--- src/rtl/iccm_loader_pkg.sv ---
// ---------------------------------------------------------------------------
// iccm_loader_pkg
// Shared definitions for the ICCM boot loader: FSM state encoding, bit
// positions inside the sticky error vector, and the default terminator word.
// Optional feature macro used by the loader: ICCM_LOADER_CSUM_EN.
// ---------------------------------------------------------------------------
package iccm_loader_pkg;

  // Loader FSM states; CHECK is only reachable when the checksum is built in
  typedef enum logic [1:0] {
    LOAD  = 2'd0,
    FULL  = 2'd1,
    CHECK = 2'd2,
    DONE  = 2'd3
  } state_e;

  // Bit positions in err_o
  localparam int ERR_OVF  = 0;
  localparam int ERR_CSUM = 1;

  // Default terminator, truncated or zero-extended to the word width
  localparam logic [63:0] END_WORD_DEFAULT = 64'h0000_0000_0000_0FFF;

endpackage

--- src/rtl/iccm_word_assembler.sv ---
// ---------------------------------------------------------------------------
// iccm_word_assembler
// Packs a UART byte stream little-endian into DATA_W-bit words and drops a
// partial word after TIMEOUT_CYCLES idle cycles (0 disables the timeout).
// Ports:
//   clk, rst      clock, asynchronous active-high reset
//   enable        bytes are only accepted while high
//   clear         synchronously discards any partial word
//   rx_dv         one-cycle strobe, rx_byte is valid
//   rx_byte       received byte
//   word_valid    one-cycle pulse, word holds a completed word
//   word          last completed word
// ---------------------------------------------------------------------------
module iccm_word_assembler #(
  parameter int DATA_W         = 32,
  parameter int TIMEOUT_CYCLES = 0
) (
  input  logic              clk,
  input  logic              rst,
  input  logic              enable,
  input  logic              clear,
  input  logic              rx_dv,
  input  logic [7:0]        rx_byte,
  output logic              word_valid,
  output logic [DATA_W-1:0] word
);

  localparam int NB = DATA_W / 8;
  localparam logic [3:0] LAST = 4'(NB - 1);

  logic [3:0]        cnt;
  logic [DATA_W-1:0] acc;
  logic [DATA_W-1:0] byte_ext;
  logic [DATA_W-1:0] shifted;
  logic              accept;
  logic              expire;

  assign accept   = rx_dv & enable;
  assign byte_ext = DATA_W'(rx_byte);

  // New bytes enter at the top and move down, so after NB bytes the first
  // byte received sits in [7:0]; written with shifts so DATA_W=8 still works
  assign shifted = (acc >> 8) | (byte_ext << (DATA_W - 8));

  // Idle-cycle counter; expiry is an idle cycle, so a byte arriving on the
  // cycle after T-1 idle cycles still joins the partial word
  generate
    if (TIMEOUT_CYCLES > 0) begin : g_timeout
      localparam int TW = $clog2(TIMEOUT_CYCLES + 1);
      logic [TW-1:0] idle_cnt;

      assign expire = (cnt != 4'd0) && !accept &&
                      (idle_cnt == TW'(TIMEOUT_CYCLES - 1));

      always_ff @(posedge clk or posedge rst) begin
        if (rst) begin
          idle_cnt <= '0;
        end else if (accept || clear || expire || cnt == 4'd0) begin
          idle_cnt <= '0;
        end else begin
          idle_cnt <= idle_cnt + 1'b1;
        end
      end
    end else begin : g_no_timeout
      assign expire = 1'b0;
    end
  endgenerate

  always_ff @(posedge clk or posedge rst) begin
    if (rst) begin
      cnt        <= 4'd0;
      acc        <= '0;
      word_valid <= 1'b0;
      word       <= '0;
    end else begin
      word_valid <= 1'b0;
      if (clear) begin
        cnt <= 4'd0;
      end else if (accept) begin
        if (cnt == LAST) begin
          cnt        <= 4'd0;
          word       <= shifted;
          word_valid <= 1'b1;
        end else begin
          cnt <= cnt + 4'd1;
          acc <= shifted;
        end
      end else if (expire) begin
        cnt <= 4'd0;
      end
    end
  end

endmodule

--- src/rtl/iccm_loader.sv ---
// ---------------------------------------------------------------------------
// iccm_loader
// Boot loader: turns UART bytes into instruction-memory word writes and holds
// the core in reset until the terminator word (and optionally a checksum)
// has been received.
// Optional feature: define ICCM_LOADER_CSUM_EN to require a trailing checksum
// word (sum of all written words modulo 2^DATA_W) after the terminator.
// Ports:
//   clk_i, rst_i   clock, asynchronous active-high reset
//   rx_dv_i        one-cycle strobe, rx_byte_i valid
//   rx_byte_i      received byte
//   reload_i       in DONE, restarts loading
//   we_o           one-cycle write strobe
//   wmask_o        byte enables, all ones with we_o
//   addr_o         write word address
//   wdata_o        write data
//   core_rst_no    active-low core reset, released in DONE
//   done_o         program loaded
//   err_o          sticky flags: [0] overflow, [1] checksum
//   words_o        number of words written
// ---------------------------------------------------------------------------
module iccm_loader
  import iccm_loader_pkg::*;
#(
  parameter int                DATA_W         = 32,
  parameter int                ADDR_W         = 14,
  parameter logic [DATA_W-1:0] END_WORD       = DATA_W'(END_WORD_DEFAULT),
  parameter int                TIMEOUT_CYCLES = 0
) (
  input  logic                clk_i,
  input  logic                rst_i,
  input  logic                rx_dv_i,
  input  logic [7:0]          rx_byte_i,
  input  logic                reload_i,
  output logic                we_o,
  output logic [DATA_W/8-1:0] wmask_o,
  output logic [ADDR_W-1:0]   addr_o,
  output logic [DATA_W-1:0]   wdata_o,
  output logic                core_rst_no,
  output logic                done_o,
  output logic [1:0]          err_o,
  output logic [ADDR_W:0]     words_o
);

  localparam int NB = DATA_W / 8;
  localparam logic [ADDR_W-1:0] LAST_ADDR = '1;

  localparam logic [1:0] ST_LOAD  = LOAD;
  localparam logic [1:0] ST_FULL  = FULL;
  localparam logic [1:0] ST_DONE  = DONE;
`ifdef ICCM_LOADER_CSUM_EN
  localparam logic [1:0] ST_CHECK = CHECK;
`endif

  logic [1:0]        state;
  logic [ADDR_W-1:0] next_addr;
  logic              word_valid;
  logic [DATA_W-1:0] word;
`ifdef ICCM_LOADER_CSUM_EN
  logic [DATA_W-1:0] csum;
`endif

  // Bytes are ignored once loaded; a reload also drops any stray partial word
  iccm_word_assembler #(
    .DATA_W         (DATA_W),
    .TIMEOUT_CYCLES (TIMEOUT_CYCLES)
  ) u_asm (
    .clk        (clk_i),
    .rst        (rst_i),
    .enable     (state != ST_DONE),
    .clear      (reload_i && state == ST_DONE),
    .rx_dv      (rx_dv_i),
    .rx_byte    (rx_byte_i),
    .word_valid (word_valid),
    .word       (word)
  );

  assign wmask_o     = {NB{we_o}};
  assign done_o      = (state == ST_DONE);
  assign core_rst_no = (state == ST_DONE);

  // Loader FSM plus write port registers. A completed word is handled one
  // cycle after its last byte, so writes and the reset release land two
  // edges after the byte strobe was sampled.
  always_ff @(posedge clk_i or posedge rst_i) begin
    if (rst_i) begin
      state     <= ST_LOAD;
      next_addr <= '0;
      we_o      <= 1'b0;
      addr_o    <= '0;
      wdata_o   <= '0;
      err_o     <= 2'b00;
      words_o   <= '0;
`ifdef ICCM_LOADER_CSUM_EN
      csum      <= '0;
`endif
    end else begin
      we_o <= 1'b0;
      case (state)
        ST_LOAD, ST_FULL: begin
          if (word_valid) begin
            if (word == END_WORD) begin
`ifdef ICCM_LOADER_CSUM_EN
              state <= ST_CHECK;
`else
              state <= ST_DONE;
`endif
            end else if (state == ST_FULL) begin
              err_o[ERR_OVF] <= 1'b1;
            end else begin
              we_o      <= 1'b1;
              addr_o    <= next_addr;
              wdata_o   <= word;
              next_addr <= next_addr + 1'b1;
              words_o   <= words_o + 1'b1;
`ifdef ICCM_LOADER_CSUM_EN
              csum      <= csum + word;
`endif
              if (next_addr == LAST_ADDR) begin
                state <= ST_FULL;
              end
            end
          end
        end
`ifdef ICCM_LOADER_CSUM_EN
        // A bad checksum restarts the image from address 0 so the host can
        // simply retransmit it
        ST_CHECK: begin
          if (word_valid) begin
            if (word == csum) begin
              state <= ST_DONE;
            end else begin
              err_o[ERR_CSUM] <= 1'b1;
              next_addr       <= '0;
              words_o         <= '0;
              csum            <= '0;
              state           <= ST_LOAD;
            end
          end
        end
`endif
        ST_DONE: begin
          if (reload_i) begin
            state     <= ST_LOAD;
            next_addr <= '0;
            words_o   <= '0;
            err_o     <= 2'b00;
`ifdef ICCM_LOADER_CSUM_EN
            csum      <= '0;
`endif
          end
        end
        default: state <= ST_LOAD;
      endcase
    end
  end

endmodule

--- config.mk ---
export PLATFORM = sky130hd
export DESIGN_NAME = iccm_loader
export DESIGN_NICKNAME = d
export VERILOG_FILES = /design/src/rtl/iccm_loader_pkg.sv /design/src/rtl/iccm_word_assembler.sv /design/src/rtl/iccm_loader.sv
export SDC_FILE = /design/constraint.sdc
export NUM_CORES = 1
export LEC_CHECK = 0
export CORE_UTILIZATION = 46
export CTS_BUF_LIST = sky130_fd_sc_hd__clkbuf_4
export DETAILED_ROUTE_END_ITERATION = 12
export HOLD_SLACK_MARGIN = 0.05
export PLACE_DENSITY = 0.69
export REMOVE_ABC_BUFFERS = 1
export SYNTH_ARGS = -nofsm -noshare
export SYNTH_HDL_FRONTEND = slang
export SYNTH_SLANG_ARGS = --single-unit
--- constraint.sdc ---
create_clock -name clk_i -period 5 [get_ports clk_i]
set_input_delay 0.75 -clock clk_i [delete_from_list [all_inputs] [get_ports clk_i]]
set_output_delay 0.75 -clock clk_i [all_outputs]
set_load 0.05 [all_outputs]
## Word level (Yosys, flattened, before mapping)

Index checks and enable logic that the tools add are counted.

| word-level totals | value |
|---|---|
| register bits | 148 |
| input port bits | 12 |
| output and inout bits | 70 |
| word-level logic and storage cells | 75 |

| operators by class | value |
|---|---|
| add/subtract/negate cells | 3 |
| equal/unequal tests | 13 |
| mux-type cells | 31 |
| bitwise logic cells | 6 |
| reductions and logical operators | 11 |

Operator list:

| operator | count |
|---|---|
| 2-to-1 mux 15 bit | 4 |
| 2-to-1 mux 14 bit | 4 |
| equality test 32 x 12 -> 1 bit, second input constant | 1 |
| bitwise OR 24 x 32 -> 32 bit | 1 |
| case mux 15 bit (2 select lines) | 1 |
| case mux 14 bit (2 select lines) | 1 |
| adder 15 x 1 -> 15 bit, second input constant | 1 |
| adder 14 x 1 -> 14 bit, second input constant | 1 |
| equality test 14 bit, second input constant | 1 |
| 2-to-1 mux 4 bit | 3 |
| 2-to-1 mux 1 bit | 11 |
| 2-to-1 mux 2 bit | 5 |
| inequality test 2 bit, second input constant | 5 |
| AND reduction 5 bit | 2 |
| AND reduction 4 bit | 2 |
| inequality test 3 bit, second input constant | 2 |
| AND reduction 3 bit | 2 |
| adder 4 x 1 -> 4 bit, second input constant | 1 |
| equality test 4 x 2 -> 1 bit, second input constant | 1 |
| NOT 1 bit | 4 |
| case mux 2 bit (2 select lines) | 1 |
| nonzero test 2 bit | 2 |
| equality test 2 x 1 -> 1 bit, second input constant | 1 |
| equality test 2 bit, second input constant | 1 |
| 6 further kinds | 6 |

## Longest topological paths before layout

| logic depth | value |
|---|---|
| word-level depth | 6 |
| gate-level depth with buffers | 9 |
| gate-level depth less buffers | 6 |

## Modules after synthesis

Synthesis repeated with hierarchy kept, for this count alone.

| second synthesis, totals | value |
|---|---|
| cell total of the unflattened synthesis | 537 |
| area, all modules | 6045.8 µm² |

By module, submodules not included:

| module | instances | cells an instance | area an instance (µm²) | sequential area each (µm²) |
|---|---|---|---|---|
| iccm_loader | 1 | 395 | 3567.2 | 1976.9 |
| iccm_word_assembler | 1 | 142 | 2478.6 | 1526.5 |

## Worst setup path before layout

OpenSTA, ideal clock, no wires.

| timing path | value |
|---|---|
| path kind | reg-to-reg |
| start point | register words_o[0] |
| end point | register words_o[14] |
| library setup time | 124 ps |
| arrival | 2137 ps |
| required time | 4876 ps |
| slack | 2739 ps |
| cell stages (with the launch flop) | 7 |
| buffers on the path | 0 |
| clock period less this slack | 2261 ps |
| path through | dfrtp_1 ha_1 and3_1 nand2_1 or4_1 and3_1 a211o_1 |

| on the way | value |
|---|---|
| longest elaborated chain between the ends | 5 |

Ends and longest elaborated chain:

| item | RTL line | RTL |
|---|---|---|
| from (decl) | iccm_loader.sv:42 | `output logic [ADDR_W:0] words_o` |
| from (signal assigned) | iccm_loader.sv:115 | `words_o <= words_o + 1'b1;` |
| adder 15 x 1 -> 15 bit | iccm_loader.sv:115 |  |
| 2-to-1 mux 15 bit | iccm_loader.sv:108 | `end else if (state == ST_FULL) begin` |
| 2-to-1 mux 15 bit | iccm_loader.sv:102 | `if (word == END_WORD) begin` |
| 2-to-1 mux 15 bit | iccm_loader.sv:101 | `if (word_valid) begin` |
| case mux 15 bit (2 select lines) | iccm_loader.sv:99 | `case (state)` |

Every way passes these cells. The select of a mux whose other input is x is not followed.
A chain may end at the register's enable or synchronous reset.

## Worst setup path after layout

| timing path | value |
|---|---|
| start point | register state[0] |
| end point | output core_rst_no |

| on the way | value |
|---|---|
| longest elaborated chain between the ends | 1 |

Ends and longest elaborated chain:

| item | RTL line | RTL |
|---|---|---|
| from (decl) | iccm_loader.sv:55 | `logic [1:0] state;` |
| from (signal assigned) | iccm_loader.sv:87 | `state <= ST_LOAD;` |
| from (signal assigned) | iccm_loader.sv:106 | `state <= ST_DONE;` |
| from (signal assigned) | iccm_loader.sv:120 | `state <= ST_FULL;` |
| equality test 2 bit | iccm_loader.sv:80 | `assign core_rst_no = (state == ST_DONE);` |
| to (decl) | iccm_loader.sv:39 | `output logic core_rst_no,` |

Every way passes these cells.

==> reports/qor.yml <==
global_route:
  grt_usage_pct: 20.2
  antenna_found_initial: 0
  grt_pass1_vias: 4463
  grt_overflow: 0
  busiest_layer: "met2"
  grt_util_met1_pct: 26.0
  grt.met3_usage_pct: 4.86
  grtUsageMet2_pct: 33.7
  grt_max_degree: 114
  grt_pass1_wl_mm: 21.1
clock_tree:
  clock_latency_ns: 0.55
  clk_pin_slew_worst_paths_ns: 0.11
  postCtsHoldBufs: 0
  cts_num_sinks: 140
  post-cts-setup-buffers: 0
  cts_tree: "built"
  cts_resized: 0
  clock_path_buffers: 2
  htreeDepth: 4
  cts_buffers: 17
  cts-root-buf: "clkbuf_4"
worst_setup_path:
  crit_path_start: "state[0]"
  cp-start-kind: "flip-flop"
  end_kind: "output pin"
  r2r-start: "u_asm.word[12]"
  critPathKind: "flip-flop to output pin"
  cp.required_ns: 4.25
  cp.arrival_ns: 2.48
  path_max_fanout: 12
layout:
  final_nets: 701
  final_layout_size_suffix_gt1_share_pct: 9.30
  n_antenna_cell: 0
  fin_cells: 871
  syn_to_final_growth_pct: 19.8
place:
  io_buffers: 80
  dp_cells: 839
  hpwl_mm: 8.00
  gp_congestion: 0.772
routing:
  drtIter0Drc: 418
  drc: 0
  routed_wl_mm: 12.2
  final_antenna_net_count: 0
  wire_per_inst_um: 14.0
  num_vias: 4572
  dr.pass1.iters: 4
  vias_per_cell: 5.25
pwr:
  p_int_mw: 2.55
  p_sw_mw: 1.87
  ir_worst_vdd_mv: 0.268
  p_leak_nw: 3.47
  powerDensity_nw_per_um2: 620
  p_comb_share_pct: 39.1
  seqPwrFrac_pct: 42.7
  p_sw_share_pct: 42.3
  clockPowerShare_pct: 18.3
synthesis:
  synth_area_leaders: "dfrtp_1 59%, nand2_1 16%, mux2_2 4.5%, nand3_1 2.5%, a21oi_1 1.4%"
  synth_xor_area_share_pct: 0
  yosysWarnings: 0
  synth_top_family_by_area: "simple AND/OR/NAND/NOR gates"
  synth_top_area_share_pct: 58.9
  synth_compound_area_share_pct: 6.38
  yosys.area.top_type: "dfrtp_1"
  syn-cell-area_um2: 5940
  avgSynthCellArea_um2: 9.60
  synthArstFlopShare_pct: 100
  syn_inst: 619
  muxShareOfSynthArea_pct: 4.72
  synth_fa_ha_area_share_pct: 0.632
  yosysMostFrequentCell: "nand2_1"
  ys_seq_area_share_pct: 58.9
  synth_cell_types: 45
  synth_edf_count: 0
  ys_ff_latch: 140
  yosys.area_share.simple_pct: 25.7
  synth_flop_cell: "dfrtp_1"
  yosys-top-cells-count: "257 x nand2_1, 140 x dfrtp_1, 30 x nand3_1, 24 x mux2_2, 17 x a21oi_1"
floorplan:
  initial_core_util_pct: 47.1
  row_count: 41
  core_area_um2: 12600
  die_h_um: 116
  die_w_um: 116
  dieArea_um2: 13400
  boundaryPins: 82
sta:
  finalSetupViolations: 0
  fin_tns_setup_ns: 0
  max_slew_margin_pct: 24.9
  hold_viol_final: 0
  post-route-period-util_pct: 64.6
  skew_ns: 0.0147
  worstMarginPinSlew_ns: 1.13
  fmax_ghz: 0.310
  rsz0062_at_grt: "no"
  timing.final.max_slew_violations: 0
  min_period_ns: 3.23
run:
  maxCapViolCount: 0
status:
  outcome: "finished, final reports clean"
hold_path:
  hp-start: "addr_o[8]"
  hp-class: "flip-flop to flip-flop"
## layout by cell type, fill, tap and decap left out, types with 3 or more instances in the layout
cell type,n
inv_1,4
mux2_2,24
a211o_1,7
nor4_1,5
nor3b_1,3
nand3_1,30
and4_1,3
bufinv_16,4
clkinv_1,4
dfrtp_1,140
clkdlybuf4s50_1,80
nand4_1,9
buf_4,3
clkinv_4,3
or3_1,5
o21ai_0,10
nor2_1,8
a21oi_1,17
a31oi_1,6
nor3_1,6
clkbuf_4,19
a21o_1,4
and3_1,12
ha_1,3
nand2_1,257
## worst paths after layout
check / end / slack, ns / depth (start not counted)
setup / recovery: core_rst_no / 1.77 / 3
hold / removal: addr_o[8] / 0.48 / 2
setup reg to reg: next_addr[8] / 2.26 / 6
hold reg to reg: addr_o[8] / 0.48 / 2
max in group asynchronous: u_asm.acc[31] / 3.22 / 3
min in group asynchronous: words_o[0] / 0.82 / 2
## metrics by stage
stage / worst slack (ns) / util, % / hold WS [ns] / cell area (um^2) / power (mW)
2_1_floorplan: 0.497 / - / 0.431 / 5750 / 3.03
5_1_grt: 1.65 / 56.4 / 0.498 / 7120 / 4.69
3_5_place_dp: 2.07 / 53.9 / 0.462 / 6800 / 3.65
3_3_place_gp: 2.13 / 53.9 / 0.447 / 6800 / 3.60
4_1_cts: 1.73 / 56.4 / 0.489 / 7120 / 4.46
6_report: 1.77 / 56.4 / 0.482 / 7120 / 4.42
## worst max-delay path: stages (launching register included)
cell	delay, ns
dfrtp_1	0.41
nand2_1	0.27
inv_1	0.38
clkdlybuf4s50_1	0.87
## kinds of logic after synthesis
| kind of cell | count (synthesis) |
|---|---|
| DFF | 140 |
| muxes | 25 |
| and+or+nand+nor | 351 |
| AOI/OAI and AO/OA | 58 |
| adders and majority gates | 3 |
| other | 1 |
| buffers and inverters | 41 |
## power groups by stage
stage          clock network, mW  registers [mW]  logic, mW
2_1_floorplan                  0            2.48      0.556
3_3_place_gp                   0            1.89       1.71
3_5_place_dp                   0            1.91       1.74
4_1_cts                    0.831            1.88       1.75
5_1_grt                    0.873            1.95       1.87
6_report                   0.806            1.88       1.73
## sequential cells by signal (all words and copies together) (netlist names)
register and count:
err_o 1, addr_o 14, words_o 15, u_asm.word 32
we_o 1, next_addr 14, wdata_o 32, u_asm.cnt 4
u_asm.acc 24, state 2, u_asm.word_valid 1
## final cells by class
class / instances / area, um^2
clock buffers: 19 / 143
clock inverters: 13 / 174
fillers: 1187 / 5500
well taps: 172 / 215
repair buffers: 83 / 823
inverters: 6 / 30.0
multi-input cells: 438 / 2230
flip-flops and latches: 140 / 3500
## routing by layer
layer | wire, um | vias up
met4 | 140 | 0
met5 | 0 | -
met3 | 421 | 14
li1 | - | 2206
met2 | 6020 | 84
met1 | 5650 | 2268
Power figures use the tool's default switching activity.
